### src/rtl/ipv4_pkg.sv
// ipv4_pkg: state encoding, IPv4 header constants and the checksum fold helper
package ipv4_pkg;
  typedef enum logic [2:0] {IDLE, CSUM, HDR0, HDR1, HDR2, PAYLOAD, TAIL} state_e;
  localparam logic [3:0]  IPV4_VERSION   = 4'd4;
  localparam logic [3:0]  IPV4_MIN_IHL   = 4'd5;
  localparam logic [15:0] IPV4_HDR_BYTES = 16'd20;
  localparam logic [15:0] IPV4_FLAGS_DF  = 16'h4000;
  function automatic logic [15:0] ipv4_csum_fold(input logic [19:0] sum);
    logic [16:0] s1;
    logic [15:0] s2;
    s1 = {1'b0, sum[15:0]} + {13'd0, sum[19:16]};
    s2 = s1[15:0] + {15'd0, s1[16]};
    return s2;
  endfunction
endpackage

### src/rtl/ipv4_checksum.sv
// ipv4_checksum: one's-complement sum of ten 16-bit header words, result registered when en is high
module ipv4_checksum
  import ipv4_pkg::*;
(
  input  logic         clk,
  input  logic         rst_n,
  input  logic         en,
  input  logic [159:0] words,
  output logic [15:0]  csum
);
  logic [19:0] sum;
  logic [15:0] csum_q, csum_d;
  always_comb begin
    sum = '0;
    for (int i = 0; i < 10; i++) sum = sum + {4'd0, words[i*16 +: 16]};
    csum_d = en ? ~ipv4_csum_fold(sum) : csum_q;
  end
  always_ff @(posedge clk or negedge rst_n)
    if (!rst_n) csum_q <= '0;
    else csum_q <= csum_d;
  assign csum = csum_q;
endmodule

### src/rtl/ipv4_header_builder.sv
// ipv4_header_builder: prepends a 20-byte IPv4 header to an L4 payload stream.
// Define IPV4_HDR_CSUM_EN to compute the header checksum (adds one CSUM cycle).
module ipv4_header_builder
  import ipv4_pkg::*;
#(
  parameter int          DATA_WIDTH = 64,
  parameter logic [7:0]  TTL        = 8'd64,
  parameter logic [7:0]  TOS        = 8'd0,
  parameter logic [15:0] ID_INIT    = 16'd0,
  localparam int         IW         = $clog2(DATA_WIDTH/8+1)
) (
  input  logic                  clk,
  input  logic                  rst_n,
  input  logic                  hdr_valid_in,
  output logic                  hdr_ready_out,
  input  logic [31:0]           src_ip,
  input  logic [31:0]           dst_ip,
  input  logic [7:0]            protocol,
  input  logic [15:0]           payload_len,
  input  logic [DATA_WIDTH-1:0] tdata_in,
  input  logic [IW-1:0]         idx_in,
  input  logic                  data_valid_in,
  input  logic                  last_flag_in,
  output logic                  payload_ready_out,
  output logic [DATA_WIDTH-1:0] tdata_out,
  output logic [IW-1:0]         idx_out,
  output logic                  data_valid_out,
  output logic                  last_flag_out,
  input  logic                  ready_in
);
`ifdef IPV4_HDR_CSUM_EN
  localparam state_e FIRST = CSUM;
`else
  localparam state_e FIRST = HDR0;
`endif
  state_e                state_q, state_d;
  logic [31:0]           src_q, src_d, dst_q, dst_d, res_q, res_d;
  logic [7:0]            proto_q, proto_d;
  logic [15:0]           len_q, len_d, id_q, id_d;
  logic [IW-1:0]         tail_q, tail_d, idx_q, idx_d;
  logic [DATA_WIDTH-1:0] tdata_q, tdata_d;
  logic                  valid_q, valid_d, last_q, last_d, hdr_rdy_q, hdr_rdy_d;
  logic                  adv, hs, zero, take, fin, split;
  logic [15:0]           tot_len, csum;
  logic [63:0]           beat0, beat1;
  logic [31:0]           hdr_tail;
  assign adv               = !valid_q || ready_in;
  assign hdr_ready_out     = hdr_rdy_q;
  assign hs                = hdr_valid_in && hdr_ready_out;
  assign zero              = state_q == HDR2 && len_q == '0;
  assign payload_ready_out = ((state_q == HDR2 && !zero) || state_q == PAYLOAD) && adv;
  assign take              = payload_ready_out && data_valid_in;
  assign fin               = take && last_flag_in && idx_in <= IW'(4);
  assign split             = take && last_flag_in && idx_in > IW'(4);
  assign tot_len           = len_q + IPV4_HDR_BYTES;
  assign beat0    = {IPV4_FLAGS_DF[7:0], IPV4_FLAGS_DF[15:8], id_q[7:0], id_q[15:8],
                     tot_len[7:0], tot_len[15:8], TOS, IPV4_VERSION, IPV4_MIN_IHL};
  assign beat1    = {src_q[7:0], src_q[15:8], src_q[23:16], src_q[31:24],
                     csum[7:0], csum[15:8], proto_q, TTL};
  assign hdr_tail = {dst_q[7:0], dst_q[15:8], dst_q[23:16], dst_q[31:24]};
`ifdef IPV4_HDR_CSUM_EN
  ipv4_checksum u_csum (
    .clk   (clk),
    .rst_n (rst_n),
    .en    (state_q == CSUM),
    .words ({IPV4_VERSION, IPV4_MIN_IHL, TOS, tot_len, id_q, IPV4_FLAGS_DF,
             TTL, proto_q, 16'd0, src_q, dst_q}),
    .csum  (csum)
  );
`else
  assign csum = 16'h0000;
`endif
  always_ff @(posedge clk or negedge rst_n)
    if (!rst_n) begin
      state_q   <= IDLE;
      src_q     <= '0;
      dst_q     <= '0;
      proto_q   <= '0;
      len_q     <= '0;
      id_q      <= ID_INIT;
      res_q     <= '0;
      tail_q    <= '0;
      tdata_q   <= '0;
      idx_q     <= '0;
      valid_q   <= 1'b0;
      last_q    <= 1'b0;
      hdr_rdy_q <= 1'b0;
    end else begin
      state_q   <= state_d;
      src_q     <= src_d;
      dst_q     <= dst_d;
      proto_q   <= proto_d;
      len_q     <= len_d;
      id_q      <= id_d;
      res_q     <= res_d;
      tail_q    <= tail_d;
      tdata_q   <= tdata_d;
      idx_q     <= idx_d;
      valid_q   <= valid_d;
      last_q    <= last_d;
      hdr_rdy_q <= hdr_rdy_d;
    end
  always_comb begin
    state_d = state_q;
    case (state_q)
      IDLE:          state_d = hs ? FIRST : IDLE;
      CSUM:          state_d = HDR0;
      HDR0:          state_d = adv ? HDR1 : HDR0;
      HDR1:          state_d = adv ? HDR2 : HDR1;
      HDR2, PAYLOAD: state_d = (zero && adv) || fin ? IDLE : split ? TAIL : take ? PAYLOAD : state_q;
      TAIL:          state_d = adv ? IDLE : TAIL;
      default:       state_d = IDLE;
    endcase
  end
  // Output stage: header beats, then payload shifted up by four lanes behind the residual
  always_comb begin
    hdr_rdy_d = state_d == IDLE;
    id_d      = state_q == HDR2 && state_d != HDR2 ? id_q + 16'd1 : id_q;
    src_d     = hs ? src_ip : src_q;
    dst_d     = hs ? dst_ip : dst_q;
    proto_d   = hs ? protocol : proto_q;
    len_d     = hs ? payload_len : len_q;
    res_d     = take ? tdata_in[63:32] : res_q;
    tail_d    = split ? idx_in - IW'(4) : tail_q;
    valid_d   = adv ? (state_q inside {HDR0, HDR1, TAIL}) || zero || take : valid_q;
    last_d    = adv ? state_q == TAIL || zero || fin : last_q;
    idx_d     = !adv ? idx_q : state_q == TAIL ? tail_q : zero ? IW'(4) :
                fin ? idx_in + IW'(4) : IW'(8);
    tdata_d   = !adv ? tdata_q : state_q == HDR0 ? beat0 : state_q == HDR1 ? beat1 :
                state_q == TAIL ? {32'd0, res_q} :
                state_q == HDR2 ? {zero ? 32'd0 : tdata_in[31:0], hdr_tail} :
                {tdata_in[31:0], res_q};
  end
  assign tdata_out      = tdata_q;
  assign idx_out        = idx_q;
  assign data_valid_out = valid_q;
  assign last_flag_out  = last_q;
endmodule
### config.mk
export PLATFORM = sky130hd
export DESIGN_NAME = ipv4_header_builder
export DESIGN_NICKNAME = d
export VERILOG_FILES = /design/src/rtl/ipv4_pkg.sv /design/src/rtl/ipv4_checksum.sv /design/src/rtl/ipv4_header_builder.sv
export SDC_FILE = /design/constraint.sdc
export NUM_CORES = 1
export LEC_CHECK = 0
export ABC_AREA = 1
export BUFFER_PORTS_ARGS = -buffer_cell sky130_fd_sc_hd__buf_2
export CORE_ASPECT_RATIO = 0.75
export CORE_MARGIN = 2
export CORE_UTILIZATION = 49
export DETAILED_ROUTE_END_ITERATION = 16
export PLACE_DENSITY_LB_ADDON = 0.15
export SETUP_SLACK_MARGIN = 0.1
export SKIP_CTS_REPAIR_TIMING = 1
export SLEW_MARGIN = 20
export SYNTH_ARGS = -nofsm -noshare
export SYNTH_HDL_FRONTEND = slang
export SYNTH_SLANG_ARGS = --single-unit
### constraint.sdc
create_clock -name clk -period 1.8 [get_ports clk]
set_input_delay 0.27 -clock clk [delete_from_list [all_inputs] [get_ports clk]]
set_output_delay 0.27 -clock clk [all_outputs]
set_load 0.02 [all_outputs]
Word level (Yosys, flattened, before mapping):

Index checks and enable logic that the tools add are counted.

* eq/ne operators: 7
* add/subtract/negate cells: 4
* multiplexer cells: 16
* reduce and logical (&&, ||, !) cells: 24
* $lt $le $gt $ge: 2

Operators with widths (number)
* 2-to-1 mux 64 bit: 4
* 2-to-1 mux 32 bit: 1
* one-hot mux 3 bit (6 select lines): 1
* adder 16 x 1 -> 16 bit (second input constant): 1
* adder 16 x 5 -> 16 bit (second input constant): 1
* zero test 16 bit: 1
* 2-to-1 mux 3 bit: 5
* 2-to-1 mux 4 bit: 3
* logical AND 1 bit: 10
* equality test 3 bit (second input constant): 3
* logical OR 1 bit: 7
* equality test 3 x 2 -> 1 bit (second input constant): 2
* zero test 3 bit: 2
* adder 4 x 3 -> 4 bit (second input constant): 1
* > comparator 4 x 3 -> 1 bit (second input constant): 1
* <= comparator 4 x 3 -> 1 bit (second input constant): 1
* subtractor 4 x 3 -> 4 bit (second input constant): 1
* equality test 3 x 1 -> 1 bit (second input constant): 1
* inequality test 3 bit (second input constant): 1
* nonzero test 3 bit: 1
* zero test 1 bit: 2
* 2-to-1 mux 2 bit: 1
* OR reduction 2 bit: 1
* 2-to-1 mux 1 bit: 1

* flip-flop bits (word level): 214
* output and inout bits: 72
* input bits: 162
* logic and storage cells: 66

Logic depth before layout (Yosys ltp):

Gate-level depths: netlist of run 1.

* depth in word-level cells: 14
* gate-level depth with buffers: 15
* depth with buffers taken out: 14

Worst setup path after synthesis of run 1:

No wires, ideal clock.

* path kind: register to register
* start: reg len_q[2]
* end: reg id_q[10]
* setup slack: -12 ps
* arrival time: 1695 ps
* period minus slack after synthesis: 1812 ps
* cell stages (with the launch flop): 15
* path buffers: 1
* required time: 1683 ps
* library setup time: 117 ps
* cell sequence: dfrtp_1 inv_1 ha_1 nand2_1 nor2_2 nand3_2 nand2_2 nor2_4 nor2_1 nor2_1 nand2_2 nand4_4 buf_2 nand3_1 nand2_1

* longest elaborated chain between the ends: 14
* elaborated cells between the ends (all ways): 18
* those cells by class: eq/ne: 1; mux: 4; reduce/logical: 13

RTL lines
* from (decl): line ipv4_header_builder.sv:39 `logic [15:0] len_q, len_d, id_q, id_d;`
* from (signal assigned): line ipv4_header_builder.sv:93 `len_q <= len_d;`
* zero test 16 bit (*): line ipv4_header_builder.sv:50 `assign zero = state_q == HDR2 && len_q == '0;`
* logical AND 1 bit (*): line ipv4_header_builder.sv:50
* zero test 1 bit: line ipv4_header_builder.sv:51 `assign payload_ready_out = ((state_q == HDR2 && !zero) || state_q == PAYLOAD) && adv;`
* logical AND 1 bit: line ipv4_header_builder.sv:51
* logical OR 1 bit: line ipv4_header_builder.sv:51
* logical AND 1 bit: line ipv4_header_builder.sv:51
* logical AND 1 bit: line ipv4_header_builder.sv:52 `assign take = payload_ready_out && data_valid_in;`
* logical AND 1 bit: line ipv4_header_builder.sv:53, ipv4_header_builder.sv:54
* logical AND 1 bit, on equally long branches: line ipv4_header_builder.sv:54, ipv4_header_builder.sv:53
* 2-to-1 mux 3 bit / logical OR 1 bit (equally long branches): line ipv4_header_builder.sv:110 `HDR2, PAYLOAD: state_d = (zero && adv) || fin ? IDLE : split ? TAIL : take ? PAYLOAD : state_q;`
* 2-to-1 mux 3 bit (*): line ipv4_header_builder.sv:110
* one-hot mux 3 bit (6 select lines) (*): line ipv4_header_builder.sv:105 `case (state_q)`
* inequality test 3 bit (*): line ipv4_header_builder.sv:118 `id_d = state_q == HDR2 && state_d != HDR2 ? id_q + 16'd1 : id_q;`
* logical AND 1 bit (*): line ipv4_header_builder.sv:118
* to (signal assigned): line ipv4_header_builder.sv:94 `id_q <= id_d;`
* to (decl): line ipv4_header_builder.sv:39

Every way passes the cells marked *; elsewhere a longest branch is shown, timed or not.
A chain may end at the register's enable or synchronous reset.

Worst setup path after layout of run 1:

* start: reg len_q[2]
* end: out payload_ready_out

* longest elaborated chain between the ends: 6

RTL lines
* zero test 16 bit: line ipv4_header_builder.sv:50
* logical AND 1 bit: line ipv4_header_builder.sv:50
* zero test 1 bit: line ipv4_header_builder.sv:51
* logical AND 1 bit: line ipv4_header_builder.sv:51
* logical OR 1 bit: line ipv4_header_builder.sv:51
* logical AND 1 bit: line ipv4_header_builder.sv:51
* to (decl): line ipv4_header_builder.sv:24 `output logic payload_ready_out,`

No other way between the ends.

==> results.md, run 1 <==
- H-tree Lvls: 1
- Layout area overhead: 46.5%
- Leakage: 6.96 nW
- Adder and majority gate portion of the synthesized area: 0.517%
- Die width: 166 µm
- Total CTS buffers: 22
- # port buffers: 233
- Hold worst-path end: tdata_out[63]
- Vias in the first global route: 8304
- Initial DRC count: 711
- Wirelength per Cell: 18.1 µm
- CP max stage delay: 0.39 ns
- Post-Syn Nets: 1215
- CTS Buffer Depth: 3
- Clk Latency, worst-skew pair: 0.53 ns
- Largest cells by area after synthesis: dfrtp_1 (55%), nand2_1 (11%), mux2_2 (7.9%)
- Final hold violations: 7
- Syn Area/Cell: 9.23 µm²
- Final HPWL from detailed placement: 19.3 mm
- Post-synth EDFFs: 0
- RSZ-0062 raised after global routing: true
- Buf/Inv on CP: 3
- Top Ports: 234
- Worst Hold Class: input port to flop
- Layout cells sized above 1: 38.5%
- Slew margin rel.: 69.6%
- Peak VDD IR: 0.00105 V
- Cell variety after synth: 36
- Final setup margin: -0.136 ns
- Crit path DAT: 1.67 ns
- Synth Flop Type: dfrtp_1
- # clock sinks: 214
- Antenna-violating nets left: 0
- Post-layout min period: 1.94 ns
- Hold Crit Depth: 3
- Worst path slowest cell: dfrtp_1
- Worst-path fanout max: 2
- CTS tree: yes
- Failing checks: hold timing, setup timing
- Synthesis Warnings: 0
- Post-synthesis sequential area ratio: 55.3%
- Vias: 9175
- Die Y: 126 µm
- Synthesized area: 9680 µm²
- Asr flop ratio synth: 100%
- Synth Area in XOR/XNOR: 1.54%
- Rows: 44
- GR Util All Layers: 26.3%
- Final core utilization: 73.2%
- PD cells: 1690 nW/µm²
- Hold path startpoint: tdata_in[31]
- Finished Cell Area: 14200 µm²
- Total gr overflow: 0
- #FFs+latches synth: 214
- Max Cap Viol: 0
- First drt pass iteration count: 5
- R2R Path End: id_q[3]
- Worst Path Required: 1.53 ns
- Total Power: 23.9 mW
- Largest net degree at the start of global routing: 53
- Initial Utilization: 50.0%
- Placed cell area: 11700 µm²
- Cell depth of the worst setup path: 8
- R2R Setup Slk: -0.09 ns
- Final period utilization: 108%
- Fin Clk Skew: 0.0326 ns
- Reg2reg start: len_q[2]
- Slew of the pin with the lowest slew margin: 0.455 ns
- Full die area: 20900 µm²
- Critical path endpoint category: output port
- Top delay family on crit path: flip-flops
- Drt via density: 5.35
- Nets: 1615
- Complex-gate fraction of the synthesized area: 9.96%
- # setup viols final: 17
- GP Congestion: 0.875
- Initial antenna violation count: 1
- Setup crit start kind: flop
- Status: finished, violations left
- Fmax: 517 MHz
- Final wirelength: 31.0 mm
- FF-to-FF path depth: 15
- Drt drc: 0
- Setup Total Neg Slack: -1.18 ns
- Cells after synthesis: 1049
- Leading area contributor after synthesis: dfrtp_1
- Largest family of logic cells by synthesized area: simple AND/OR/NAND/NOR gates
- Slew Viols, Final: 0
- Clock root buffer: clkbuf_16
- Mux contribution to synthesized area: 7.91%
- Kind of critical path: flop to output port
- Post-synth top area share: 55.3%
- Core Area: 19400 µm²
- First-pass GRT wire length: 44.0 mm
- Hold Slack: -0.0301 ns
- CTS clk-pin slew, worst paths: 0.06 ns
- Simple-Gate Fraction of Synth Area: 20.5%
- Cell Chain, Critical Path: inv_2 -> ha_4 -> nand2_4 -> nor2_4 -> nand3_4 -> nand2_4 -> inv_2 -> buf_6
-- metrics by stage --
stage                     std cells  setup WS (ns)
final                          1716         -0.136
after global routing           1716         -0.203
after CTS                      1596         -0.228
after detailed placement       1559        -0.0892
after global placement         1559        -0.0326
after floorplan                1049         0.0305
-- per-layer routing --
metal | up-vias | track usage (%) | routed length (µm)
met3 | 61 | 4.87 | 1970
met2 | 352 | 39.2 | 14300
met5 | - | 0 | 0
li1 | 4322 | - | -
met4 | 0 | 6.29 | 789
met1 | 4440 | 40.2 | 14000
-- state kept, by name, summed over array words and instances (netlist names) --
name and flops:
tail_q 4, hdr_ready_out 1, res_q 32, data_valid_out 1
last_flag_out 1, state_q 3, proto_q 8, len_q 16
dst_q 32, tdata_out 64, idx_out 4, src_q 32
id_q 16
-- how the worst max path moves through the flow --
stage	to	slack, ns	start
floorplan	id_q[10]	0.03	len_q[3]
global placement	tdata_out[10]	-0.03	state_q[2]
detailed placement	tdata_out[60]	-0.09	state_q[2]
CTS	payload_ready_out	-0.23	len_q[6]
global route	payload_ready_out	-0.20	len_q[9]
finish	payload_ready_out	-0.14	len_q[2]
-- report_power, final --
part | total, mW | internal [mW] | switching, mW
sequential | 8.40 | 7.04 | 1.36
clock | 4.47 | 2.55 | 1.92
combinational | 11.1 | 4.80 | 6.27
-- cell usage after synthesis (all sizes together) (12+ instances only) --
| cell | n |
|---|---|
| a21oi | 60 |
| a31oi | 14 |
| buf | 13 |
| clkbuf | 41 |
| dfrtp | 214 |
| inv | 50 |
| mux2 | 68 |
| nand2 | 289 |
| nand3 | 61 |
| nand4 | 13 |
| nor2 | 109 |
| o211ai | 16 |
| o21ai | 38 |
| o22ai | 17 |
| xnor2 | 12 |
-- tightest hold or removal path: cells and delay by family --
family | cells | cell delay (ns)
and+or+nand+nor | 2 | 0.12
buffers and inverters | 1 | 0.07
-- layout by cell type, fill, tap and decap left out, types with 3 or more instances in the layout --
cell type and instances:
buf_2 231, nand2_1 228, dfrtp_1 212, dlygate4sd3_1 89, nor2_1 85, buf_4 72, mux2_2 68, a21oi_1 58
nand3_1 55, inv_1 38, nand2_2 36, clkbuf_16 28, nand2_4 24, nor2_2 17, o21ai_0 17, o22ai_1 17
o211ai_1 16, o21ai_1 16, buf_6 15, a31oi_1 14, xnor2_1 12, buf_12 12, nand4_1 11, inv_2 10
nor2_4 7, a32o_1 7, clkbuf_8 7, xor2_1 5, nand3_2 5, o31ai_1 5, buf_8 4, nor3_1 3
o311ai_1 3, o21ai_2 3, clkbuf_1 3, clkinv_2 3
-- area by class of cell --
type / count / area (µm²)
sequential: 214 / 5360
fill: 1423 / 5190
multi-input combinational: 731 / 4390
timing repair buffer: 429 / 3210
clock buffer: 32 / 658
tap: 253 / 317
inverter: 51 / 203
clock inverter: 5 / 53.8
antenna: 1 / 2.50
-- cell families after synthesis --
group                    count (synthesis)
buffers and inverters                  105
AO/OA/AOI/OAI                          163
multiplexers                            68
AND/OR/NAND/NOR                        478
flip-flops                             214
adder cells (fa/ha/maj)                  4
XOR/XNOR                                17
Power figures use the tool's default switching activity.
==> run 2, diff against run 1 <==
Settings changed: CORE_MARGIN 2 to 4.
==> results.md, run 2 (synthesis results as in run 1) <==
- Layout area overhead: 47.4%
- CTS Buffer Depth: 3 (unchanged)
- Sequential Power Share: 34.3% (-0.8 points)
- Failing checks: hold timing, setup timing
- Worst-path fanout max: 2 (unchanged)
- Inst Count DP: 1564 (+0.32%)
- CTS clk-pin slew, worst paths: 0.06 ns (about the same)
- Worst Path Required: 1.53 ns (about the same)
- Commonest non-fill, non-tap cell in the layout: nand2_1
- Final setup margin: -0.198 ns (-0.0622 ns)
- Fin Clk Skew: 0.0171 ns (-0.0155 ns)
- Kind of critical path: flop to output port
- Worst Hold Class: input port to flop
- Wirelength per Cell: 18.3 µm (+1.4%)
- Vias: 9189 (+0.15%)
- Leakage: 7.01 nW (+0.74%)
- CTS tree: yes
- Comb pwr share: 47.7% (+1.5 points)
- Hold Slack: -0.0173 ns (+0.0127 ns)
- Max FFs per register: 64 (unchanged)
- Die width: 170 µm (+2.4%)
- Final HPWL from detailed placement: 20.1 mm (+4.1%)
- Post-layout min period: 2.00 ns (+0.0622 ns)
- Register area: 5360 µm² (about the same)
- Clock root buffer: clkbuf_16
- # clock sinks: 214 (unchanged)
- Slew Viols, Final: 0 (unchanged)
- Slew of the pin with the lowest slew margin: 0.524 ns (+0.0684 ns)
- H-tree Lvls: 1 (unchanged)
- Setup Total Neg Slack: -2.20 ns (-1.01 ns)
- Total CTS buffers: 22 (unchanged)
- RSZ-0062 raised after global routing: true
- Vias in the first global route: 8169 (-1.6%)
- Multi-input gate area: 4600 µm² (+4.7%)
- Core Area: 19400 µm² (unchanged)
- Full die area: 22100 µm² (+5.7%)
- Antenna-violating nets left: 0 (unchanged)
- Clk Latency, worst-skew pair: 0.51 ns (-0.02 ns)
- Switch Pwr: 9.83 mW (+2.9%)
- Clock network power share: 18.0% (-0.7 points)
- Nets: 1599 (-0.99%)
- Max Cap Viol: 0 (unchanged)
- Final hold violations: 8 (+1)
- Drt via density: 5.40 (+1.0%)
- Fill count: 1401 (-1.5%)
- Peak VDD IR: 0.00112 V (+5.9%)
- Int Power: 14.7 mW (+1.9%)
- Final period utilization: 111% (+3.5 points)
- Total Power: 24.5 mW (+2.3%)
- Placed cell area: 11800 µm² (+0.21%)
- Total gr overflow: 0 (unchanged)
- Setup crit start kind: flop
- Initial DRC count: 637 (-10%)
- Pre-CTS WS: -0.0842 ns (+0.00497 ns)
- Die Y: 130 µm (+3.2%)
- Initial Utilization: 50.0% (unchanged)
- Layout cells sized above 1: 41.7% (+3.2 points)
- Initial antenna violation count: 2 (+1)
- Finished Cell Area: 14300 µm² (+0.59%)
- GP Congestion: 0.874 (about the same)
- # setup viols final: 18 (+1)
- Crit path DAT: 1.73 ns (+0.06 ns)
- Top Ports: 234 (unchanged)
- # port buffers: 233 (unchanged)
- Fmax: 501 MHz (-3.1%)
- Critical path endpoint category: output port
- Final wirelength: 31.2 mm (+0.54%)
- Largest net degree at the start of global routing: 54 (+1.9%)
- Sw Ratio: 40.1% (+0.24 points)
- Drt drc: 0 (unchanged)
- GR Util All Layers: 24.7% (-1.6 points)
- Commonest non-fill, non-tap cells in the layout: nand2_1 (246), buf_2 (231), dfrtp_1 (211)
- Rows: 44 (unchanged)
- First-pass GRT wire length: 43.4 mm (-1.4%)
- First drt pass iteration count: 5 (unchanged)
- Post-Layout Cell Count: 1701 (-0.87%)
- Status: finished, violations left
- Slew margin rel.: 64.8% (-4.8 points)
- PD cells: 1720 nW/µm² (+1.7%)
## run 2: cell count changes in the layout (fill, tap and decap cells not counted), moves of 10 or more
cell,change
nand3_1,-31
nand3_2,+26
dlygate4sd3_1,-18
nand2_1,+18
a21oi_1,-11
a21oi_2,+11
nand2_4,-10
## run 2: layout make-up
class / instances / area share (%)
sequential: 214 / 37.5
multi-input combinational: 730 / 32.2
clock inverter: 6 / 0.307
tap: 253 / 2.22
inverter: 51 / 1.47
clock buffer: 32 / 4.54
timing repair buffer: 414 / 21.7
antenna: 1 / 0.0175
## run 2: routing by layer
layer,up-vias,track usage (%),routed length [µm]
li1,4290,-,-
met1,4515,37.2,13800
met2,331,37.1,14700
met3,51,5.81,2100
met4,2,5.26,631
met5,-,0,7
## run 2: path summary, 6_finish.rpt
kind                                    from                 to  slack (ns)  cells after the start
max in group asynchronous              rst_n            id_q[7]        0.90                      3
worst min-delay path            tdata_in[62]          res_q[30]       -0.02                      3
worst max register to register      len_q[3]           id_q[13]       -0.14                     14
worst max-delay path                len_q[3]  payload_ready_out       -0.20                      9
min in group asynchronous              rst_n         idx_out[1]        0.27                      2
worst min register to register     res_q[26]          res_q[26]        0.47                      2
## run 2: per-stage QoR
| step | utilization, % | hold slack [ns] |
|---|---|---|
| after global routing | 73.7 | -0.00483 |
| after CTS | 64.3 | -0.325 |
| after floorplan | - | -0.0256 |
| final | 73.7 | -0.0173 |
| after global placement | 60.8 | 0.203 |
| after detailed placement | 60.8 | 0.208 |
## run 2: power groups by stage
| stage | Combinational, mW | Sequential [mW] | Clock, mW |
|---|---|---|---|
| global placement | 9.46 | 8.19 | 0 |
| CTS | 9.67 | 8.21 | 4.46 |
| global route | 12.6 | 8.62 | 4.68 |
| detailed placement | 9.63 | 8.27 | 0 |
| floorplan | 4.99 | 8.96 | 0 |
| finish | 11.7 | 8.41 | 4.42 |
## run 2: critical path, cell delays in order (launching register included)
cell	delay [ns]
dfrtp_1	0.40
inv_2	0.08
ha_4	0.13
nand2_2	0.05
nor2_4	0.13
nand3_4	0.11
nand2_4	0.09
buf_6	0.10
inv_2	0.03
buf_6	0.11
==> run 3, diff against run 2 <==
--- a/config.mk
+++ b/config.mk
@@ -9,5 +9,7 @@
 export BUFFER_PORTS_ARGS = -buffer_cell sky130_fd_sc_hd__buf_2
+export CELL_PAD_IN_SITES_DETAIL_PLACEMENT = 0
+export CELL_PAD_IN_SITES_GLOBAL_PLACEMENT = 1
 export CORE_ASPECT_RATIO = 0.75
 export CORE_MARGIN = 4
-export CORE_UTILIZATION = 49
+export CORE_UTILIZATION = 36
 export DETAILED_ROUTE_END_ITERATION = 16
==> constraint.sdc (replaced) <==
create_clock -name clk -period 1.8 [get_ports clk]
set_input_delay 0.36 -clock clk [delete_from_list [all_inputs] [get_ports clk]]
set_output_delay 0.36 -clock clk [all_outputs]
set_load 0.05 [all_outputs]
==> results.md, run 3 (synthesis results as in run 1) <==
- Hold path startpoint: tdata_in[43]
- Crit path from: len_q[2]
- CP max stage delay: 0.40 ns (about the same)
- Top delay family on crit path: flip-flops
- Max Cap Viol: 0 (unchanged)
- Max FFs per register: 64 (unchanged)
- GR Util All Layers: 20.0% (-4.8 points)
- Crit path DAT: 1.71 ns (-0.02 ns)
- PD cells: 1930 nW/µm² (+12%)
- Fmax: 484 MHz (-3.3%)
- Slew of the pin with the lowest slew margin: 0.608 ns (+0.0842 ns)
- Wirelength per Cell: 18.5 µm (+1.2%)
- # clock sinks: 214 (unchanged)
- Initial Utilization: 36.9% (-13 points)
- Leakage: 7.04 nW (+0.52%)
- Worst path slowest cell: dfrtp_1
- Layout cells sized above 1: 45.5% (+3.7 points)
- Final setup margin: -0.267 ns (-0.0688 ns)
- Peak VDD IR: 0.00105 V (-5.8%)
- Total Power: 27.6 mW (+13%)
- Rows: 51 (+16%)
- CTS Buffer Depth: 3 (unchanged)
- Commonest non-fill, non-tap cell in the layout: nand2_1
- Cell Chain, Critical Path: inv_2 -> ha_4 -> nand2_2 -> nor2_4 -> nand3_2 -> nand2_2 -> inv_2 -> buf_8
- Nets: 1561 (-2.4%)
- Comb pwr share: 51.0% (+3.3 points)
- Antenna-violating nets left: 0 (unchanged)
- Worst Hold Class: input port to flop
- Worst Path Required: 1.44 ns (-0.09 ns)
- Kind of critical path: flop to output port
- RSZ-0062 raised after global routing: true
- Hold Slack: 0.0480 ns (+0.0653 ns)
- Switch Pwr: 11.8 mW (+20%)
- Final hold violations: 0 (-8)
- First-pass GRT wire length: 46.7 mm (+7.5%)
- Initial DRC count: 432 (-32%)
- Drt via density: 4.91 (-9.1%)
- Commonest non-fill, non-tap cells in the layout: nand2_1 (253), buf_2 (231), dfrtp_1 (213)
- Post-layout min period: 2.07 ns (+0.0688 ns)
- Clock root buffer: clkbuf_16
- Buf/Inv on CP: 3 (-1)
- # port buffers: 233 (unchanged)
- Final HPWL from detailed placement: 22.1 mm (+10%)
- GP Congestion: 0.828 (-5.2%)
- CTS clk-pin slew, worst paths: 0.06 ns (about the same)
- Top Ports: 234 (unchanged)
- Vias: 8629 (-6.1%)
- Initial antenna violation count: 6 (+4)
- Total CTS buffers: 23 (+4.5%)
- Die width: 197 µm (+16%)
- Slew margin rel.: 59.5% (-5.3 points)
- Failing checks: setup timing
- Int Power: 15.8 mW (+7.8%)
- Critical path endpoint category: output port
- Final wirelength: 32.6 mm (+4.5%)
- Drt drc: 0 (unchanged)
- Slew Viols, Final: 0 (unchanged)
- Full die area: 29600 µm² (+34%)
- CTS tree: yes
- Sw Ratio: 42.6% (+2.5 points)
- Layout area overhead: 47.8%
- # setup viols final: 62 (+44)
- Reg2reg start: len_q[2]
- Worst-path fanout max: 2 (unchanged)
- Vias in the first global route: 8145 (-0.29%)
- Final period utilization: 115% (+3.8 points)
- Fin Clk Skew: 0.00708 ns (-0.0100 ns)
- Setup crit start kind: flop
- Core Area: 26200 µm² (+35%)
- Clk Latency, worst-skew pair: 0.51 ns (about the same)
- Largest net degree at the start of global routing: 109 (+100%)
- Sequential Power Share: 30.2% (-4.1 points)
- Clock network power share: 18.8% (+0.8 points)
- Die Y: 150 µm (+16%)
- Total gr overflow: 0 (unchanged)
- Status: finished, violations left
- H-tree Lvls: 1 (unchanged)
- First drt pass iteration count: 5 (unchanged)
## run 3: worst paths after layout
kind,endpoint,slack [ns],cells after the start
max,payload_ready_out,-0.27,8
min,res_q[11],0.05,3
max reg2reg,id_q[14],-0.21,15
min reg2reg,tdata_out[55],0.46,2
max in group asynchronous,res_q[21],0.82,3
min in group asynchronous,len_q[8],0.32,2
## run 3: power by group through the flow
stage / clock (mW) / sequential (mW) / combinational, mW
3_5_place_dp: 0 / 8.26 / 11.5
2_1_floorplan: 0 / 10.6 / 4.98
5_1_grt: 5.46 / 8.59 / 15.1
6_report: 5.17 / 8.34 / 14.1
3_3_place_gp: 0 / 8.20 / 11.4
4_1_cts: 5.27 / 8.19 / 11.6
## run 3: area by class of cell
type	count	area, µm²
diodes	1	2.50
clock buffers	31	636
clock inverters	11	184
fillers	2382	11900
inverters	51	214
multi-input cells	730	4640
flip-flops and latches	214	5360
well taps	344	430
repair buffers	375	2850
## run 3: per-stage QoR
step	std cells	utilization, %	setup WS (ns)	cell area [µm²]	setup TNS (ns)
global placement	1659	45.3	-0.252	11900	-5.25
CTS	1701	48.4	-0.444	12700	-8.82
finish	1757	54.6	-0.267	14300	-5.03
global route	1757	54.6	-0.353	14300	-15.41
floorplan	1049	-	-0.0329	9700	-0.324
detailed placement	1659	45.3	-0.266	11900	-7.41
## run 3: worst register-to-register path: cells and delay by family, from the launching register on
kind / cells / cell delay [ns]
fa+ha+maj: 1 / 0.14
buf+inv: 3 / 0.43
flops: 1 / 0.40
simple gates: 11 / 0.93
## run 3: layer usage
metal / vias up / GRT usage [%] / routed length (µm)
met5: - / 0 / 49
met4: 10 / 3.36 / 424
met3: 44 / 3.98 / 2030
met2: 240 / 27.3 / 13500
met1: 4122 / 32.6 / 16600
li1: 4213 / - / -
